File: src/rtl/fft_pkg.sv
// Shared types and helpers for the FFT front end (frame collector and banks).
package fft_pkg;

  localparam int BUFFER_SIZE = 4;
  localparam int SAMPLE_SIZE = 32;
  localparam int COUNT_SIZE  = 16;
  localparam int HALF        = BUFFER_SIZE / 2;
  localparam int IDX_W       = $clog2(BUFFER_SIZE);

  typedef logic signed [SAMPLE_SIZE-1:0] sample_t;

  // Reverse the low 'width' bits of idx.
  function automatic int unsigned bitrev(input int unsigned idx, input int unsigned width);
    int unsigned r;
    r = 0;
    for (int unsigned b = 0; b < width; b++) begin
      r = (r << 1) | ((idx >> b) & 32'd1);
    end
    return r;
  endfunction

endpackage

File: src/rtl/fft_frame_bank.sv
// One frame bank: single write port plus packed even/odd lane read-out.
// Lane order is natural by default; with FFT_BITREV_EN defined, lane i of each
// half carries half-index bitrev(i) so the FFT sees decimation-in-time order.
module fft_frame_bank
  import fft_pkg::*;
#(
  parameter int buffer_size = BUFFER_SIZE,
  parameter int sample_size = SAMPLE_SIZE
) (
  input  logic                                  clk,
  input  logic                                  rst_n,
  input  logic                                  we,
  input  logic [$clog2(buffer_size)-1:0]        idx,
  input  logic signed [sample_size-1:0]         data,
  output logic [buffer_size*sample_size/2-1:0]  even_real,
  output logic [buffer_size*sample_size/2-1:0]  odd_real
);

  localparam int half = buffer_size / 2;

  logic signed [sample_size-1:0] mem [buffer_size];

  // Sample storage; cleared on reset so the presented buses read zero.
  always_ff @(posedge clk or negedge rst_n) begin
    if (!rst_n) begin
      for (int i = 0; i < buffer_size; i++) mem[i] <= '0;
    end else if (we) begin
      mem[idx] <= data;
    end
  end

  for (genvar i = 0; i < half; i++) begin : g_lane
`ifdef FFT_BITREV_EN
    localparam int src = int'(bitrev(i, $clog2(half)));
`else
    localparam int src = i;
`endif
    assign even_real[i*sample_size +: sample_size] = mem[2*src];
    assign odd_real[i*sample_size +: sample_size]  = mem[2*src+1];
  end

endmodule

File: src/rtl/fft_frame_collector.sv
// Ping-pong frame collector feeding FFT_Butterfly: packs a real sample stream
// into frames of buffer_size samples and hands them off on a valid/ready port.
// Build option: define FFT_BITREV_EN for bit-reversed lane order within each half.
module fft_frame_collector
  import fft_pkg::*;
#(
  parameter int buffer_size = BUFFER_SIZE,
  parameter int sample_size = SAMPLE_SIZE,
  parameter int count_size  = COUNT_SIZE
) (
  input  logic                                  clk,
  input  logic                                  rst_n,
  input  logic signed [sample_size-1:0]         sample_in,
  input  logic                                  sample_valid,
  output logic                                  sample_ready,
  input  logic                                  flush,
  output logic [buffer_size*sample_size/2-1:0]  even_fft_real,
  output logic [buffer_size*sample_size/2-1:0]  even_fft_imag,
  output logic [buffer_size*sample_size/2-1:0]  odd_fft_real,
  output logic [buffer_size*sample_size/2-1:0]  odd_fft_imag,
  output logic                                  frame_valid,
  input  logic                                  frame_ready,
  output logic [count_size-1:0]                 frame_count
);

  localparam int idx_w = $clog2(buffer_size);
  localparam int bus_w = buffer_size * sample_size / 2;

  logic [idx_w-1:0] wr_idx, wr_idx_nxt;
  logic             wr_bank, wr_bank_nxt;
  logic             rd_bank, rd_bank_nxt;
  logic [1:0]       full, full_nxt;
  logic [count_size-1:0] frame_count_nxt;

  logic             accept, store, last, handoff;
  logic [bus_w-1:0] even0, odd0, even1, odd1;

  assign sample_ready = !full[wr_bank];
  assign frame_valid  = full[rd_bank];
  assign accept       = sample_valid && sample_ready;
  // A flush in the same cycle discards the offered sample.
  assign store        = accept && !flush;
  assign last         = (wr_idx == idx_w'(buffer_size - 1));
  assign handoff      = frame_valid && frame_ready;

  // Next-state for write pointer, bank flags and handoff counter.
  always_comb begin
    wr_idx_nxt      = wr_idx;
    wr_bank_nxt     = wr_bank;
    rd_bank_nxt     = rd_bank;
    full_nxt        = full;
    frame_count_nxt = frame_count;
    if (handoff) begin
      full_nxt[rd_bank] = 1'b0;
      rd_bank_nxt       = !rd_bank;
      frame_count_nxt   = frame_count + 1'b1;
    end
    if (flush) begin
      wr_idx_nxt = '0;
    end else if (store) begin
      if (last) begin
        full_nxt[wr_bank] = 1'b1;
        wr_bank_nxt       = !wr_bank;
        wr_idx_nxt        = '0;
      end else begin
        wr_idx_nxt = wr_idx + 1'b1;
      end
    end
  end

  // Control state registers.
  always_ff @(posedge clk or negedge rst_n) begin
    if (!rst_n) begin
      wr_idx      <= '0;
      wr_bank     <= 1'b0;
      rd_bank     <= 1'b0;
      full        <= '0;
      frame_count <= '0;
    end else begin
      wr_idx      <= wr_idx_nxt;
      wr_bank     <= wr_bank_nxt;
      rd_bank     <= rd_bank_nxt;
      full        <= full_nxt;
      frame_count <= frame_count_nxt;
    end
  end

  fft_frame_bank #(.buffer_size(buffer_size), .sample_size(sample_size)) u_bank0 (
    .clk       (clk),
    .rst_n     (rst_n),
    .we        (store && !wr_bank),
    .idx       (wr_idx),
    .data      (sample_in),
    .even_real (even0),
    .odd_real  (odd0)
  );

  fft_frame_bank #(.buffer_size(buffer_size), .sample_size(sample_size)) u_bank1 (
    .clk       (clk),
    .rst_n     (rst_n),
    .we        (store && wr_bank),
    .idx       (wr_idx),
    .data      (sample_in),
    .even_real (even1),
    .odd_real  (odd1)
  );

  // Present the bank currently owned by the read side.
  always_comb begin
    even_fft_real = rd_bank ? even1 : even0;
    odd_fft_real  = rd_bank ? odd1  : odd0;
  end

  assign even_fft_imag = '0;
  assign odd_fft_imag  = '0;

endmodule

File: config.mk
export PLATFORM = sky130hd
export DESIGN_NAME = fft_frame_collector
export DESIGN_NICKNAME = d
export VERILOG_FILES = /design/src/rtl/fft_pkg.sv /design/src/rtl/fft_frame_bank.sv /design/src/rtl/fft_frame_collector.sv
export SDC_FILE = /design/constraint.sdc
export NUM_CORES = 1
export LEC_CHECK = 0
export CAP_MARGIN = 20
export CORE_ASPECT_RATIO = 0.9
export CORE_MARGIN = 2
export CORE_UTILIZATION = 45
export DETAILED_ROUTE_END_ITERATION = 7
export DONT_BUFFER_PORTS = 1
export PLACE_DENSITY = 0.62
export REMOVE_ABC_BUFFERS = 1
export SYNTH_ARGS = -nofsm -noshare
export SYNTH_HDL_FRONTEND = slang
export SYNTH_SLANG_ARGS = --single-unit
File: constraint.sdc
create_clock -name clk -period 4.8 [get_ports clk]
set_input_delay 1.44 -clock clk [delete_from_list [all_inputs] [get_ports clk]]
set_output_delay 1.44 -clock clk [all_outputs]
set_load 0.02 [all_outputs]
==> metrics.txt <==
Initial DRC Count=206; Setup TNS=0 ns; Slowest-stage cell, CP=dfrtp_4; dpl hpwl=16400 um; YS warnings=0; Post-Syn Area=13100 um2; RSZ-0062 raised after global routing=false; DRC viols=0; post-layout util=48.3%; Wirelength per Cell=20.2 um; setup repair bufs after CTS=0; fin. max-slew vios=0; ratio of cells with drive above 1 in the final layout=47.0%; Sink Count=278; critical path class=reg2out; most frequent cells in the layout=mux2_2, dfrtp_1, conb_1; placed cells=1251; Yosys reg bits=278; routability congestion estimate=0.695; Max Clock Skew=0.00777 ns; Root Driver=clkbuf_16; maxcap violations=0; clock tree buffer depth=3; number of cells upsized or downsized after cts=0; initial antenna violation count=0; family with the most delay on the worst path=flip-flops; Skew-Pair Late Insertion Delay=0.54 ns; Final Hold Vio Count=0; overall routing resource usage=16.9%; clock slew at reported path FFs=0.06 ns; final setup vio count=0; Cell Chain, Critical Path=buf_4 > mux2_2; total number of vias=6673; hold path cells=1; Die W=184 um; CP max stage delay=0.74 ns; commonest non-fill, non-tap cell in the layout=mux2_2; drt first pass iters=4; Unique masters post-synth=34; critical path buffer and inverter count=1; largest net degree at the start of global routing=279; WL final=26200 um; number of buffers created by CTS=30; headroom to the max-slew limit=41.7%; Tot Pwr=7.11 mW; final design area excluding fillers=13900 um2; H-tree depth=1; Rows=59; Fillers=2562; R2R Setup Slk=2.30 ns; Max VDD drop=328 uV; Vias/cell=5.14; Static Leakage=6.59 nW; first-pass GRT wire length=40900 um; power density cells=511 nW/um2; DP Area=13000 um2; Final Critical Period=3.66 ns; Final Cycle Share=76.2%; Worst R2R Start=wr_bank; die height=166 um; non-filler cells, final=1298; worst hold start=u_bank1.even_real[48]; IO Pins=311; CTS tree=yes; Core ar.=28800 um2; startpoint types=flip-flop; initial core utilization=45.6%; Worst setup EP type=output port; Worst EP arrival=2.22 ns; # hold bufs at CTS=0; Post-Syn Area per Cell=14.4 um2; synth-to-layout area growth=5.98%; Hold EP=u_bank1.even_real[48]; antenna viol nets, final=0; Synth Instances=914; antenna cells=0; post-synthesis sequential area ratio=53.0%; nets@finish=960; DIE AREA=30600 um2; vias in the first global route=6805; worst-path fanout max=33; Required @ worst endpoint=3.36 ns; RR Endpoint=u_bank1.even_real[54]; Least-Margin Pin Slew=0.872 ns; status=finished, final reports clean; Reg2Reg Depth=4; grt total ovfl=0; IO Port Bufs=0; worst hold path type=reg2reg; f_max=274 MHz
==> area by class of cell <==
class	count	area, um2	share of cell area [%]
Sequential cell	278	6960	50.0
Multi-Input combinational cell	591	5420	38.9
Clock buffer	41	873	6.27
Tap cell	366	458	3.29
Timing Repair Buffer	14	170	1.22
Clock inverter	5	27.5	0.198
Inverter	3	11.3	0.0809
==> flip-flops by register name, indices dropped and copies added (netlist names) <==
register / cells
u_bank1.even_real: 64
frame_count: 16
u_bank0.even_real: 64
rd_bank: 1
wr_idx: 2
u_bank0.odd_real: 64
u_bank1.odd_real: 64
wr_bank: 1
full: 2
==> worst register-to-register path, delay by kind of cell, from the launching register on <==
kind	cells	cell delay (ns)
flops	1	0.62
simple gates	2	0.96
mux	1	0.38
buf+inv	1	0.43
==> worst max-delay path by stage <==
| stage | startpoint | endpoint | slack (ns) | cells after the start |
|---|---|---|---|---|
| 2_1_floorplan | rd_bank | frame_valid | -0.37 | 2 |
| 3_3_place_gp | flush | u_bank0.even_real[18] | 1.30 | 5 |
| 3_5_place_dp | flush | u_bank0.even_real[18] | 1.30 | 5 |
| 4_1_cts | rd_bank | frame_valid | 1.09 | 3 |
| 5_1_grt | rd_bank | even_fft_real[51] | 1.02 | 2 |
| 6_report | rd_bank | odd_fft_real[51] | 1.14 | 2 |
==> cell usage after synthesis, drive strengths merged <==
master | count | share of area (%)
xor2 | 6 | 0.40
nand2b | 3 | 0.14
buf | 168 | 9.4
or3 | 1 | 0.048
nor4b | 1 | 0.067
and2 | 1 | 0.048
nand4 | 5 | 0.24
nor3 | 5 | 0.53
mux2i | 2 | 0.25
conb | 1 | 0.029
clkbuf | 1 | 0.029
and4 | 2 | 0.13
and2b | 1 | 0.057
ha | 5 | 0.48
inv | 3 | 0.086
nor2 | 8 | 0.30
nor4 | 1 | 0.095
mux2 | 385 | 33
nand2 | 13 | 0.37
nand4b | 1 | 0.067
and3 | 1 | 0.048
xnor2 | 9 | 0.60
a31oi | 1 | 0.048
dfrtp | 278 | 53
a21oi | 3 | 0.11
a21o | 3 | 0.17
nand3 | 6 | 0.23
==> report_power, final <==
| group | switching, mW | internal [mW] |
|---|---|---|
| combinational | 1.05 | 0.787 |
| clock | 0.882 | 1.25 |
| sequential | 0.284 | 2.86 |
| total | 2.22 | 4.89 |
==> layer usage <==
metal | up-vias | track usage [%] | share of wire, %
met5 | - | 0 | 0
met1 | 3490 | 23.0 | 45
met4 | 0 | 3.17 | 1.6
met2 | 205 | 26.7 | 46
met3 | 32 | 5.31 | 7.7
li1 | 2946 | - | -
==> stage by stage <==
stage / hold slack, ns / setup slack, ns
floorplan: 0.452 / -0.371
finish: 0.482 / 1.14
global placement: 0.461 / 1.30
detailed placement: 0.471 / 1.30
global route: 0.498 / 1.02
CTS: 0.485 / 1.09
==> kinds of logic (layout without fill, tap and decap cells) <==
kind of cell / after synthesis / count (layout) / share of synthesized area [%]
adder cells (fa/ha/maj): 5 / 5 / 0.476
multiplexers: 387 / 387 / 33.3
AO/OA/AOI/OAI: 7 / 7 / 0.333
XOR/XNOR: 15 / 15 / 1.00
AND/OR/NAND/NOR: 49 / 49 / 2.38
flip-flops: 278 / 278 / 53.0
other: 1 / 128 / 0.0286
buffers and inverters: 172 / 63 / 9.56
Note: power is estimated with default switching activity, not from simulation.
